===== src/rtl/marker_gen_param_if.sv =====
// Control/marker bundle for marker_gen_param; MARKER_GEN_PARAM_CHK_EN adds the loopback-check signals.
interface marker_gen_param_if #(
    parameter int unsigned RATE_W = 2,
    parameter int unsigned MW     = 8
);
    logic              enable;
    logic [RATE_W-1:0] local_rate_lg;
    logic [RATE_W-1:0] remote_rate_lg;
    logic [MW-1:0]     user_marker;
    logic              marker_vld;
    logic              cfg_err;
`ifdef MARKER_GEN_PARAM_CHK_EN
    logic [MW-1:0]     rx_marker;
    logic              rx_vld;
    logic              chk_err;

    modport master (
        output enable, local_rate_lg, remote_rate_lg, rx_marker, rx_vld,
        input  user_marker, marker_vld, cfg_err, chk_err
    );
    modport slave (
        input  enable, local_rate_lg, remote_rate_lg, rx_marker, rx_vld,
        output user_marker, marker_vld, cfg_err, chk_err
    );
`else
    modport master (
        output enable, local_rate_lg, remote_rate_lg,
        input  user_marker, marker_vld, cfg_err
    );
    modport slave (
        input  enable, local_rate_lg, remote_rate_lg,
        output user_marker, marker_vld, cfg_err
    );
`endif
endinterface


===== src/rtl/marker_gen_param.sv =====
// Parametrised user_marker generator for rate-converted links with restart and config checking.
// Define MARKER_GEN_PARAM_CHK_EN to build the sticky loopback marker checker.
module marker_gen_param #(
    parameter int unsigned MAX_LG  = 3,
    parameter int unsigned RATE_W  = 2,
    parameter int unsigned MW      = 2**MAX_LG,
    parameter int unsigned CHK_DLY = 2
) (
    input  logic              clk,
    input  logic              rst_n,
    marker_gen_param_if.slave mk_io
);
    localparam int unsigned SumW = 2 * MAX_LG + 2;
    localparam int unsigned PW   = MAX_LG + 1;
    localparam logic [RATE_W-1:0] MaxCode = RATE_W'(MAX_LG);

    typedef enum logic [1:0] {StIdle, StSettle, StRun, StErr} state_e;

    state_e            state_q;
    logic [RATE_W-1:0] loc_q, rem_q;
    logic [MAX_LG-1:0] phase_q;
    logic [MW-1:0]     marker_q;
    logic              vld_q;
    logic              cfg_err_q;

    logic              cfg_illegal;
    logic [RATE_W-1:0] lg_p;
    logic [PW-1:0]     p_mask;
    logic [MAX_LG-1:0] phase_nxt;
    logic [SumW-1:0]   r_mask;
    logic [SumW-1:0]   sum;
    logic [MW-1:0]     marker_calc;

    assign cfg_illegal = (mk_io.local_rate_lg > MaxCode) || (mk_io.remote_rate_lg > MaxCode);

    // Phase wraps at P = R/W when the remote side is slower, otherwise stays at 0.
    always_comb begin
        lg_p = '0;
        if (mk_io.remote_rate_lg > mk_io.local_rate_lg) begin
            lg_p = mk_io.remote_rate_lg - mk_io.local_rate_lg;
        end
        p_mask    = (PW'(1) << lg_p) - PW'(1);
        phase_nxt = MAX_LG'((PW'(phase_q) + PW'(1)) & p_mask);
    end

    // Word i of this beat is the last word of a remote beat when (phase*W + i + 1) mod R == 0.
    always_comb begin
        marker_calc = '0;
        sum         = '0;
        r_mask      = (SumW'(1) << mk_io.remote_rate_lg) - SumW'(1);
        for (int i = 0; i < int'(MW); i++) begin
            sum = (SumW'(phase_q) << mk_io.local_rate_lg) + SumW'(i) + SumW'(1);
            if ((SumW'(i) < (SumW'(1) << mk_io.local_rate_lg)) && ((sum & r_mask) == '0)) begin
                marker_calc[i] = 1'b1;
            end
        end
    end

    always_ff @(posedge clk or negedge rst_n) begin
        if (!rst_n) begin
            state_q   <= StIdle;
            loc_q     <= '0;
            rem_q     <= '0;
            phase_q   <= '0;
            marker_q  <= '0;
            vld_q     <= 1'b0;
            cfg_err_q <= 1'b0;
        end else begin
            cfg_err_q <= cfg_illegal;
            marker_q  <= '0;
            vld_q     <= 1'b0;
            if (!mk_io.enable) begin
                state_q <= StIdle;
                phase_q <= '0;
            end else if (cfg_illegal) begin
                state_q <= StErr;
                phase_q <= '0;
            end else begin
                unique case (state_q)
                    StIdle, StErr: begin
                        state_q <= StSettle;
                        phase_q <= '0;
                    end
                    StSettle: begin
                        loc_q    <= mk_io.local_rate_lg;
                        rem_q    <= mk_io.remote_rate_lg;
                        marker_q <= marker_calc;
                        vld_q    <= 1'b1;
                        phase_q  <= phase_nxt;
                        state_q  <= StRun;
                    end
                    StRun: begin
                        if ((mk_io.local_rate_lg != loc_q) || (mk_io.remote_rate_lg != rem_q)) begin
                            state_q <= StSettle;
                            phase_q <= '0;
                        end else begin
                            marker_q <= marker_calc;
                            vld_q    <= 1'b1;
                            phase_q  <= phase_nxt;
                        end
                    end
                    default: begin
                        state_q <= StIdle;
                        phase_q <= '0;
                    end
                endcase
            end
        end
    end

    assign mk_io.user_marker = marker_q;
    assign mk_io.marker_vld  = vld_q;
    assign mk_io.cfg_err     = cfg_err_q;

`ifdef MARKER_GEN_PARAM_CHK_EN
    logic [CHK_DLY-1:0][MW-1:0] dly_mk_q;
    logic [CHK_DLY-1:0]         dly_vld_q;
    logic                       chk_err_q;

    // Delay line models the loopback path so the far end can be compared word for word.
    always_ff @(posedge clk or negedge rst_n) begin
        if (!rst_n) begin
            dly_mk_q  <= '0;
            dly_vld_q <= '0;
            chk_err_q <= 1'b0;
        end else begin
            dly_mk_q[0]  <= marker_q;
            dly_vld_q[0] <= vld_q;
            for (int k = 1; k < int'(CHK_DLY); k++) begin
                dly_mk_q[k]  <= dly_mk_q[k-1];
                dly_vld_q[k] <= dly_vld_q[k-1];
            end
            if (state_q == StIdle) begin
                chk_err_q <= 1'b0;
            end else if (mk_io.rx_vld && dly_vld_q[CHK_DLY-1] &&
                         (mk_io.rx_marker != dly_mk_q[CHK_DLY-1])) begin
                chk_err_q <= 1'b1;
            end
        end
    end

    assign mk_io.chk_err = chk_err_q;
`endif
endmodule


===== src/flat_wrapper.sv =====
// flat-port wrapper written by rule: the top's interface ports become plain ports
module marker_gen_param_flat 
#(
    parameter int unsigned MAX_LG  = 3,
    parameter int unsigned RATE_W  = 2,
    parameter int unsigned MW      = 2**MAX_LG,
    parameter int unsigned CHK_DLY = 2
)
  (clk, rst_n, mk_io_enable, mk_io_local_rate_lg, mk_io_remote_rate_lg, mk_io_user_marker, mk_io_marker_vld, mk_io_cfg_err);
  marker_gen_param_if #(.RATE_W(RATE_W), .MW(MW)) mk_io_i ();
  input  logic clk;
  input  logic rst_n;
  input wire logic [$bits(mk_io_i.enable)-1:0] mk_io_enable;
  input wire logic [$bits(mk_io_i.local_rate_lg)-1:0] mk_io_local_rate_lg;
  input wire logic [$bits(mk_io_i.remote_rate_lg)-1:0] mk_io_remote_rate_lg;
  output wire logic [$bits(mk_io_i.user_marker)-1:0] mk_io_user_marker;
  output wire logic [$bits(mk_io_i.marker_vld)-1:0] mk_io_marker_vld;
  output wire logic [$bits(mk_io_i.cfg_err)-1:0] mk_io_cfg_err;
  assign mk_io_i.enable = mk_io_enable;
  assign mk_io_i.local_rate_lg = mk_io_local_rate_lg;
  assign mk_io_i.remote_rate_lg = mk_io_remote_rate_lg;
  assign mk_io_user_marker = mk_io_i.user_marker;
  assign mk_io_marker_vld = mk_io_i.marker_vld;
  assign mk_io_cfg_err = mk_io_i.cfg_err;
  marker_gen_param #(.MAX_LG(MAX_LG), .RATE_W(RATE_W), .MW(MW), .CHK_DLY(CHK_DLY)) u_core (.clk(clk), .rst_n(rst_n), .mk_io(mk_io_i));
endmodule

===== config.mk =====
export PLATFORM = sky130hd
export DESIGN_NAME = marker_gen_param_flat
export DESIGN_NICKNAME = d
export VERILOG_FILES = /design/src/rtl/marker_gen_param_if.sv /design/src/rtl/marker_gen_param.sv /design/src/flat_wrapper.sv
export SDC_FILE = /design/constraint.sdc
export NUM_CORES = 1
export LEC_CHECK = 0
export CAP_MARGIN = 20
export CORE_ASPECT_RATIO = 0.75
export CORE_MARGIN = 2
export CORE_UTILIZATION = 30
export DETAILED_ROUTE_END_ITERATION = 7
export PLACE_DENSITY = 0.46
export SYNTH_ARGS = -nofsm -noshare
export SYNTH_HDL_FRONTEND = slang
export SYNTH_SLANG_ARGS = --single-unit

===== constraint.sdc =====
create_clock -name clk -period 4.03 [get_ports clk]
set_input_delay 0.403 -clock clk [delete_from_list [all_inputs] [get_ports clk]]
set_output_delay 0.403 -clock clk [all_outputs]
set_load 0.02 [all_outputs]

[Word-level counts from Yosys, hierarchy flattened]
Cells that the tools add are included.
Storage, ports and cells
  register bits: 19
  bits of input ports: 7
  output and inout port bits: 10
  word-level logic and storage cells: 102
Operators by class
  $add $sub $neg: 18
  order comparisons: 11
  equal/unequal tests: 6
  shift-type cells: 4
  mux-type cells: 25
  bitwise gates (word level): 10
  reduce and logical (&&, ||, !) cells: 21
Operator list (number)
  adder 8 x 1 -> 8 bit (second input constant): 8
  bitwise AND 8 bit: 8
  zero test 8 bit: 8
  adder 8 x 3 -> 8 bit (second input constant): 4
  < comparator 4 x 8 -> 1 bit (first input constant): 4
  two-way mux 8 bit: 3
  adder 8 x 2 -> 8 bit (second input constant): 2
  < comparator 3 x 8 -> 1 bit (first input constant): 2
  case mux 8 bit (2 select lines): 1
  << shifter 1 x 2 -> 8 bit (first input constant): 2
  two-way mux 1 bit: 11
  two-way mux 3 bit: 3
  case mux 3 bit (3 select lines): 1
  logical AND 1 bit: 8
  < comparator 1 x 8 -> 1 bit (first input constant): 1
  < comparator 2 x 8 -> 1 bit (first input constant): 1
  two-way mux 2 bit: 4
  << shifter 3 x 2 -> 8 bit: 1
  subtractor 8 x 2 -> 8 bit (second input constant): 1
  case mux 2 bit (3 select lines): 1
  equality test 2 bit (second input constant): 2
  > comparator 2 bit (second input constant): 2
  inequality test 2 bit: 2
  inequality test 4 x 2 -> 1 bit (second input constant): 1
  13 further kinds: 14

[Longest topological paths before layout]
Gate-level depths: netlist of the first run.
  word-level depth: 11
  depth in mapped cells: 11
  depth with buffers taken out: 9

[Worst setup path before layout of the first run]
Ideal clock, no wire load.
  path type: in2reg
  from: in mk_io_local_rate_lg[0]
  to: reg u_core.marker_q[1], in the netlist u_core.mk_io.user_marker[1]
  library setup time: 0.087 ns
  data arrival time: 2.161 ns
  data required time: 3.943 ns
  slack: 1.782 ns
  cell stages on the path: 10
  buffers on the path: 3
  cell sequence: buf_6 > buf_2 > mux2i_1 > ha_1 > buf_2 > nand2_1 > or4b_1 > nand4_1 > mux2i_1 > a211oi_2
Between the ends
  cells in the longest elaborated chain, start to end: 11
  elaborated cells between the ends (all ways): 17
  those cells by class: 2 x add/sub; 2 x order compare; 1 x eq/ne; 2 x shift; 5 x mux; 1 x bitwise; 4 x reduce/logical
Ends and longest elaborated chain
  start, declared: RTL line flat_wrapper.sv:14  | input wire logic [$bits(mk_io_i.local_rate_lg)-1:0] mk_io_local_rate_lg;
  << shifter 3 x 2 -> 8 bit: RTL line marker_gen_param.sv:52  | sum = (SumW'(phase_q) << mk_io.local_rate_lg) + SumW'(i) + SumW'(1);
  adder 8 x 1 -> 8 bit (2 in a row): RTL line marker_gen_param.sv:52
  bitwise AND 8 bit: RTL line marker_gen_param.sv:53  | if ((SumW'(i) < (SumW'(1) << mk_io.local_rate_lg)) && ((sum & r_mask) == '0)) begin
  zero test 8 bit: RTL line marker_gen_param.sv:53
  logical AND 1 bit: RTL line marker_gen_param.sv:53
  two-way mux 1 bit: RTL line marker_gen_param.sv:53
  two-way mux 8 bit: RTL line marker_gen_param.sv:93  | if ((mk_io.local_rate_lg != loc_q) || (mk_io.remote_rate_lg != rem_q)) begin
  case mux 8 bit (2 select lines): RTL line marker_gen_param.sv:79  | unique case (state_q)
  two-way mux 8 bit (*): RTL line marker_gen_param.sv:75  | end else if (cfg_illegal) begin
  two-way mux 8 bit (*): RTL line marker_gen_param.sv:72  | if (!mk_io.enable) begin
  end signal, assigned: RTL line marker_gen_param.sv:87  | marker_q <= marker_calc;
  end signal, assigned: RTL line marker_gen_param.sv:97  | marker_q <= marker_calc;
  end, declared: RTL line marker_gen_param.sv:22  | logic [MW-1:0] marker_q;
Every way passes the cells marked *; elsewhere a longest branch is shown, timed or not.
A chain may end at the register's enable or synchronous reset.

[Worst setup path after layout of the first run]
Ends and elaborated chain as after synthesis.

==> flow_summary.toml, run 1 <==
[worst_setup_path]
r2r-start = "u_core.phase_q[0]$_DFF_PN0_"
worstSetupPathType = "primary input to flip-flop"
max_stage_delay_ns = 0.94
worstReg2RegEnd = "u_core.mk_io.user_marker[1]$_DFF_PN0_"
cp_common_cell = "mux2i_1"
cp-start-kind = "primary input"
crit_slowest_cell = "clkdlybuf4s50_1"
path_max_fanout = 17
rr_worst_depth = 8
r2r_setup_slack_ns = 1.54
crit_path_end_kind = "flip-flop"
crit_arrival_ns = 3.07
crit_path_start = "mk_io_local_rate_lg[0]"
crit_required_ns = 4.20
crit_chain = "clkdlybuf4s50_1 > mux2i_1 > ha_1 > nand2_1 > or4b_1 > nand4_1 > mux2i_1 > a211oi_2"

[global_route]
track_usage = 0.118
antenna_found_initial = 0
grt_pass1_vias = 964
grt_pass1_wl_mm = 4.91
grt_overflow = 0
grt_max_degree = 19

[place]
dp_slack_ns = 0.888
io_buffer_count = 15
hpwl_mm = 2.34
gp_congestion = 0.828

[logic_synthesis]
ys_seq_area_frac = 0.317
synthArstFlopShare = 1.00
synth_top_cell_area_share = 0.317
yosys_most_used_dff = "dfrtp_1"
ys_types = 48
netlist_area_mm2 = 0.00142
synth_cells = 145
yosys-top-cells-count = "18 x dfrtp_1, 13 x nand2_1, 11 x ha_1"
synth_fp_nets = 164
synth_largest_area_cell = "dfrtp_1"
synth_area_leaders = "dfrtp_1 32%, ha_1 9.7%, nor2b_1 3.5%"
synth_edf_count = 0
synth-warning-count = 0
syn_area_per_cell_um2 = 9.81
synth.most_common_cell = "dfrtp_1"
synth-seq-cells = 18

[timing]
setup_viol = 0
timing.setup.tns_ns = 0
hold_viol_final = 0
tightest_slew_ns = 0.806
rsz0062_at_grt = "false"
finalClockSkew_ns = 0.00700
slew_headroom = 0.461
worst_slack_ns = 1.13
maxSlewViolCount = 0
whs_ns = 0.509
finalCritPeriodShare = 0.720
final.min_clock_period_ns = 2.90
max_freq_ghz = 0.345

[outcome]
status = "complete, no violations"

[cells_and_area]
fillers = 460
num-nets-final = 176
synthToLayoutAreaGrowth_pct = 15.6
n_antenna_cell = 0
layout-drive-gt1-share = 0.135

[die]
start_util = 0.315
ios = 17
chipWidth_um = 83.5
core.rowCount = 21
dieArea_mm2 = 0.00531
core_area_mm2 = 0.00452
fp.dieH_um = 63.6

[min_path]
hold_class = "flip-flop to flip-flop"
whs_endpoint = "u_core.rem_q[0]$_DFFE_PN0P_"
hold_start = "u_core.rem_q[0]$_DFFE_PN0P_"
hold-path-cell-count = 2

[cts]
hold_buffers = 0
path_clk_slew_ns = 0.07
clock_sinks = 18
root_buffer = "clkbuf_8"
clkLatencyLatePin_ns = 0.25
ctsResizeCount = 0
postCtsSetupBuffers = 0
clock_path_buffers = 2
cts_tree = "done"
cts_buffers = 3
cts_htree_levels = 1

[job]
cap_viol_max_count = 0

[routing]
vias = 1022
drtAntennaViolNets = 0
drt-vias-per-instance = 4.80
drcViolationCount = 0
drt_wl_total_mm = 2.94
wl_per_cell_um = 13.8
drtPass1Iterations = 4
detail_route.iter0.violations = 43

[pwr]
p_leak_nw = 0.691
p_per_area_mw_per_mm2 = 263
p_total_mw = 0.432
vdd_drop_max_uv = 129
## cell families after synthesis
group | Yosys count | synth area share
compound gates | 29 | 0.168
xor+xnor | 9 | 0.0554
fa+ha+maj | 12 | 0.111
buf+inv | 18 | 0.0704
flops | 18 | 0.317
mux | 8 | 0.0616
other cells | 1 | 0.00264
simple gates | 50 | 0.215
## metal layers
metal | part of all wire | up-vias | GRT usage
li1 | - | 526 | -
met1 | 0.57 | 474 | 0.176
met2 | 0.38 | 20 | 0.167
met3 | 0.036 | 2 | 0.0341
met4 | 0.0048 | 0 | 0.0242
met5 | 0 | - | 0
## where the power goes
group	switching, mW	internal, mW
sequential	0.00838	0.194
combinational	0.0472	0.0381
clock	0.0583	0.0867
total	0.114	0.318
## metrics by stage
| stage | util | instances | area [um^2] |
|---|---|---|---|
| floorplan | - | 145 | 1420 |
| global placement | 0.352 | 209 | 1590 |
| detailed placement | 0.352 | 209 | 1590 |
| CTS | 0.364 | 213 | 1640 |
| global route | 0.364 | 213 | 1640 |
| finish | 0.364 | 213 | 1640 |
## registers in the layout (all words and copies together), names as in the netlist
register                  flops
u_core.loc_q                  2
u_core.mk_io.marker_vld       1
u_core.mk_io.user_marker      8
u_core.phase_q                3
u_core.rem_q                  2
u_core.state_q                2
## placed cells by master (no fill, tap or decap), types with 2 or more instances in the layout
cell type	n
nand4_1	2
and3_1	4
buf_4	2
nor2b_1	8
nor2_1	3
a211oi_2	2
clkdlybuf4s50_1	15
o211ai_1	4
dfrtp_1	18
inv_1	8
nand3_1	2
nand2b_1	5
a211oi_1	5
clkbuf_8	4
xor2_1	4
nand2_1	13
xnor2_1	5
mux2_2	3
and4_1	2
o21ai_0	3
a21oi_1	4
mux2i_1	4
ha_1	11
## how the worst max path moves through the flow
stage / depth (start not counted) / slack (ns) / endpoint
2_1_floorplan: 10 / 1.78 / u_core.mk_io.user_marker[1]$_DFF_PN0_
3_3_place_gp: 8 / 0.98 / u_core.mk_io.user_marker[1]$_DFF_PN0_
3_5_place_dp: 8 / 0.89 / u_core.mk_io.user_marker[1]$_DFF_PN0_
4_1_cts: 8 / 1.14 / u_core.mk_io.user_marker[1]$_DFF_PN0_
5_1_grt: 8 / 0.98 / u_core.mk_io.user_marker[1]$_DFF_PN0_
6_report: 8 / 1.13 / u_core.mk_io.user_marker[1]$_DFF_PN0_
## critical path: cells and delay by family
family / cells / cell delay [ns]
AOI/OAI and AO/OA: 1 / 0.14
adders and majority gates: 1 / 0.37
buffers and inverters: 1 / 0.94
muxes: 2 / 0.47
and+or+nand+nor: 3 / 0.75
## cell type report
class / instances / area (um^2) / area share
clock buffer: 4 / 55.1 / 0.0335
inverter: 8 / 30.0 / 0.0183
timing repair buffer: 17 / 165 / 0.100
sequential: 18 / 450 / 0.274
multi-input combinational: 109 / 872 / 0.530
tap: 57 / 71.3 / 0.0434
No activity file was read; power rests on OpenSTA's default activity.
==> run 2: changes to the inputs <==
==> constraint.sdc (replaced) <==
create_clock -name clk -period 2.76 [get_ports clk]
set_input_delay 0.276 -clock clk [delete_from_list [all_inputs] [get_ports clk]]
set_output_delay 0.276 -clock clk [all_outputs]
set_load 0.02 [all_outputs]
==> flow_summary.toml, run 2 (synthesis gave the netlist of run 1 again) <==
[cts]
clock_sinks = 18
clkLatencyLatePin_ns = 0.25
cts_buffers = 3
postCtsSetupBuffers = 0
clock_path_buffers = 2
ctsResizeCount = 0
path_clk_slew_ns = 0.07
hold_buffers = 0
root_buffer = "clkbuf_8"
cts_htree_levels = 1
cts_tree = "done"

[worst_setup_path]
path_max_fanout = 7
crit_path_end_kind = "flip-flop"
crit_slowest_cell = "clkdlybuf4s50_1"
r2r_setup_slack_ns = 0.38
r2r-start = "u_core.phase_q[0]$_DFF_PN0_"
crit_arrival_ns = 2.58
crit_required_ns = 2.95
worstSetupPathType = "primary input to flip-flop"
cp_common_cell = "mux2i_1"
crit_chain = "clkdlybuf4s50_1 > mux2i_1 > mux2i_1 > ha_1 > buf_4 > a21oi_1 > a221o_1 > and4_1 > o221a_2"
rr_worst_depth = 8
max_stage_delay_ns = 0.56
worstReg2RegEnd = "u_core.mk_io.user_marker[1]$_DFF_PN0_"
cp-start-kind = "primary input"

[cells_and_area]
layout_commonest_cell = "dfrtp_1"
fillers = 467
n_antenna_cell = 0
layout_common_cells = "18 x dfrtp_1, 15 x clkdlybuf4s50_1, 13 x nand2_1"
num-nets-final = 181
synthToLayoutAreaGrowth_pct = 19.1
final-seq-area_um2 = 450
layout-drive-gt1-share = 0.161
multi_input_comb_area_um2 = 872
final_cells = 218
largest_register_ffs = 8

[timing]
whs_ns = 0.492
max_freq_ghz = 0.418
slew_headroom = 0.455
maxSlewViolCount = 0
finalCritPeriodShare = 0.866
rsz0062_at_grt = "false"
setup_viol = 0
tightest_slew_ns = 0.815
timing.setup.tns_ns = 0
finalClockSkew_ns = 0.00282
final.min_clock_period_ns = 2.39
hold_viol_final = 0

[die]
ios = 17
chipWidth_um = 83.5
dieArea_mm2 = 0.00531
start_util = 0.315
fp.dieH_um = 63.6
core_area_mm2 = 0.00452
core.rowCount = 21

[place]
place_inst = 214
io_buffer_count = 15
hpwl_mm = 2.50
gp_congestion = 0.876

[job]
cap_viol_max_count = 0

[global_route]
grt_pass1_wl_mm = 5.44
antenna_found_initial = 0
track_usage = 0.131
grt_pass1_vias = 1090
grt_max_degree = 22
grt_overflow = 0

[pwr]
p_int_mw = 0.469
p_seq_frac = 0.464
p_comb_frac = 0.203
switchingPower_mw = 0.171
vdd_drop_max_uv = 192
switching_share = 0.268
p_leak_nw = 0.721
clkPwrFrac = 0.334
p_total_mw = 0.640
p_per_area_mw_per_mm2 = 378

[outcome]
status = "complete, no violations"

[routing]
detail_route.iter0.violations = 67
drtAntennaViolNets = 0
drcViolationCount = 0
drt_wl_total_mm = 3.17
drtPass1Iterations = 4
wl_per_cell_um = 14.5
drt-vias-per-instance = 5.08
vias = 1107

[min_path]
hold_class = "primary input to async pin"
[run 2: final cells by class]
cell class / instances / area share
clock buffers: 4 / 0.0325
inverters: 8 / 0.0177
repair buffers: 22 / 0.127
well taps: 57 / 0.0421
multi-input cells: 109 / 0.515
flip-flops and latches: 18 / 0.266
[run 2: stage by stage]
stage	cell area (um^2)	worst slack (ns)	utilization
CTS	1690	0.377	0.375
global placement	1640	0.150	0.363
global route	1690	0.156	0.375
floorplan	1420	0.639	-
finish	1690	0.369	0.375
detailed placement	1640	0.152	0.363
[run 2: routing by layer]
layer | GRT usage | part of all wire | vias up
met5 | 0 | 0 | -
met2 | 0.203 | 0.45 | 21
met4 | 0.0444 | 0.010 | 0
li1 | - | - | 538
met3 | 0.0459 | 0.048 | 5
met1 | 0.172 | 0.49 | 543
[run 2: worst max path at each step]
| stage | startpoint | endpoint | slack [ns] | depth (start not counted) |
|---|---|---|---|---|
| 2_1_floorplan | mk_io_local_rate_lg[0] | u_core.mk_io.user_marker[1]$_DFF_PN0_ | 0.64 | 10 |
| 3_3_place_gp | mk_io_local_rate_lg[1] | u_core.mk_io.user_marker[5]$_DFF_PN0_ | 0.15 | 9 |
| 3_5_place_dp | mk_io_local_rate_lg[1] | u_core.mk_io.user_marker[5]$_DFF_PN0_ | 0.15 | 9 |
| 4_1_cts | u_core.phase_q[0]$_DFF_PN0_ | u_core.mk_io.user_marker[1]$_DFF_PN0_ | 0.38 | 8 |
| 5_1_grt | u_core.phase_q[0]$_DFF_PN0_ | u_core.mk_io.user_marker[1]$_DFF_PN0_ | 0.16 | 8 |
| 6_report | mk_io_local_rate_lg[1] | u_core.mk_io.user_marker[5]$_DFF_PN0_ | 0.37 | 9 |
[run 2: power by group through the flow]
stage	registers [mW]	logic (mW)	clock network (mW)
6_report	0.297	0.130	0.214
5_1_grt	0.299	0.145	0.241
4_1_cts	0.296	0.131	0.226
3_3_place_gp	0.300	0.129	0
2_1_floorplan	0.300	0.0871	0
3_5_place_dp	0.301	0.131	0
[run 2: worst max-delay path, delay by kind of cell]
kind | cells | cell delay, ns
adder cells (fa/ha/maj) | 1 | 0.24
buffers and inverters | 2 | 0.72
multiplexers | 2 | 0.57
AND/OR/NAND/NOR | 1 | 0.23
AO/OA/AOI/OAI | 3 | 0.54
==> run 3: changes to the inputs <==
--- a/config.mk
+++ b/config.mk
@@ -10,7 +10,7 @@
 export CORE_MARGIN = 2
 export CORE_UTILIZATION = 30
 export DETAILED_ROUTE_END_ITERATION = 7
-export PLACE_DENSITY = 0.46
+export PLACE_DENSITY = 0.48
 export SYNTH_ARGS = -nofsm -noshare
 export SYNTH_HDL_FRONTEND = slang
 export SYNTH_SLANG_ARGS = --single-unit
==> constraint.sdc (replaced) <==
create_clock -name clk -period 2.15 [get_ports clk]
set_input_delay 0.215 -clock clk [delete_from_list [all_inputs] [get_ports clk]]
set_output_delay 0.215 -clock clk [all_outputs]
set_load 0.02 [all_outputs]
==> flow_summary.toml, run 3 (synthesis gave the netlist of run 1 again) <==
[cts]
cts_tree = "done"
clock_sinks = 18
path_clk_slew_ns = 0.07
hold_buffers = 0
cts_htree_levels = 1
cts_buffers = 3
root_buffer = "clkbuf_8"
clkLatencyLatePin_ns = 0.26
clock_path_buffers = 2

[cells_and_area]
layout_common_cells = "33 x buf_4, 16 x dfrtp_1, 13 x nand2_1, 13 x clkdlybuf4s50_1, 9 x ha_1"
layout-drive-gt1-share = 0.323
layout_commonest_cell = "buf_4"
num-nets-final = 209
largest_register_ffs = 8
synthToLayoutAreaGrowth_pct = 34.5
n_antenna_cell = 0

[outcome]
status = "complete, no violations"

[place]
io_buffer_count = 15
gp_congestion = 0.818
dp_slack_ns = -0.271
hpwl_mm = 2.70

[pwr]
p_per_area_mw_per_mm2 = 441
vdd_drop_max_uv = 222
p_leak_nw = 0.854

[worst_setup_path]
cp-start-kind = "flip-flop"
worstSetupPathType = "flip-flop to flip-flop"
crit_required_ns = 2.32
worstReg2RegEnd = "u_core.mk_io.user_marker[1]$_DFF_PN0_"
path_max_fanout = 3
rr_worst_depth = 9
worst-path-buf-inv = 1
max_stage_delay_ns = 0.47
crit_path_end_kind = "flip-flop"
crit_chain = "mux2i_2 > buf_4 > mux2i_2 > ha_2 > nand2_1 > or4b_1 > nand4_1 > mux2i_1 > a211oi_2"
r2r-start = "u_core.phase_q[0]$_DFF_PN0_"
cp_top_family = "simple AND/OR/NAND/NOR gates"
crit_slowest_cell = "or4b_1"
cp_common_cell = "mux2i_2"
crit_arrival_ns = 2.21
r2r_setup_slack_ns = 0.11

[timing]
final.min_clock_period_ns = 2.04
max_freq_ghz = 0.491
worst_slack_ns = 0.113
maxSlewViolCount = 0
finalClockSkew_ns = 0.00468
finalCritPeriodShare = 0.947
timing.setup.tns_ns = 0
hold_viol_final = 0
setup_viol = 0

[global_route]
grt_pass1_wl_mm = 5.60
grt_pass1_vias = 1157
grt_overflow = 0
antenna_found_initial = 0
grt_max_degree = 19
track_usage = 0.132

[routing]
vias = 1177
drtPass1Iterations = 4
drcViolationCount = 0
wl_per_cell_um = 13.3
drtAntennaViolNets = 0
drt_wl_total_mm = 3.27
detail_route.iter0.violations = 89
drt-vias-per-instance = 4.78

[die]
core_area_mm2 = 0.00452
start_util = 0.315
chipWidth_um = 83.5
ios = 17
dieArea_mm2 = 0.00531
fp.dieH_um = 63.6
core.rowCount = 21

[job]
cap_viol_max_count = 0

[min_path]
hold_class = "primary input to async pin"
[run 3: worst max-delay path by stage]
stage	startpoint	slack (ns)	endpoint	cells past startpoint
floorplan	u_core.phase_q[0]$_DFF_PN0_	0.04	u_core.mk_io.user_marker[1]$_DFF_PN0_	10
detailed placement	mk_io_local_rate_lg[1]	-0.27	u_core.mk_io.user_marker[5]$_DFF_PN0_	10
global placement	mk_io_local_rate_lg[1]	-0.29	u_core.mk_io.user_marker[1]$_DFF_PN0_	10
CTS	u_core.phase_q[0]$_DFF_PN0_	0.04	u_core.mk_io.user_marker[1]$_DFF_PN0_	9
global route	u_core.phase_q[0]$_DFF_PN0_	-0.04	u_core.mk_io.user_marker[1]$_DFF_PN0_	9
finish	u_core.phase_q[0]$_DFF_PN0_	0.11	u_core.mk_io.user_marker[1]$_DFF_PN0_	9
[run 3: area by class of cell]
class                   instances  area (um^2)
fillers                       449         2610
clock buffers                   4         55.1
well taps                      57         71.3
flip-flops and latches         18          453
inverters                       8         30.0
multi-input cells             109          888
repair buffers                 50          415
[run 3: metrics by stage]
stage           util  hold WS (ns)  instance area, um^2  instances  power [mW]
2_1_floorplan      -       -0.0806                 1420        145       0.497
3_3_place_gp   0.400         0.483                 1810        238       0.563
3_5_place_dp   0.400         0.507                 1810        238       0.569
4_1_cts        0.413         0.287                 1860        242       0.847
5_1_grt        0.423         0.304                 1910        246       0.889
6_report       0.423         0.279                 1910        246       0.843
[run 3: where the power goes]
group | switching [mW] | total (mW) | internal, mW
Sequential | 0.0151 | 0.378 | 0.363
Combinational | 0.0974 | 0.186 | 0.0890
Clock | 0.116 | 0.279 | 0.163
[run 3: timing repair]
action,CTS,global route
hold endpoints to repair,0,0
setup buffers,0,3
resized for setup,2,8
pin swaps,0,3
gates cloned,0,1
setup endpoints to repair,2,4
[run 3: worst register-to-register path: stages (launching register included)]
cell,delay (ns)
dfrtp_2,0.39
mux2i_2,0.08
buf_4,0.14
mux2i_2,0.18
ha_2,0.23
nand2_1,0.07
or4b_1,0.47
nand4_1,0.12
mux2i_1,0.09
a211oi_2,0.19
[run 3: routing by layer]
metal / up-vias / routed length (um) / part of all wire / track usage
met1: 564 / 1750 / 0.53 / 0.197
met4: 0 / 7 / 0.0021 / 0.0242
met3: 2 / 140 / 0.043 / 0.0380
met5: - / 0 / 0 / 0
li1: 592 / - / - / -
met2: 19 / 1380 / 0.42 / 0.190
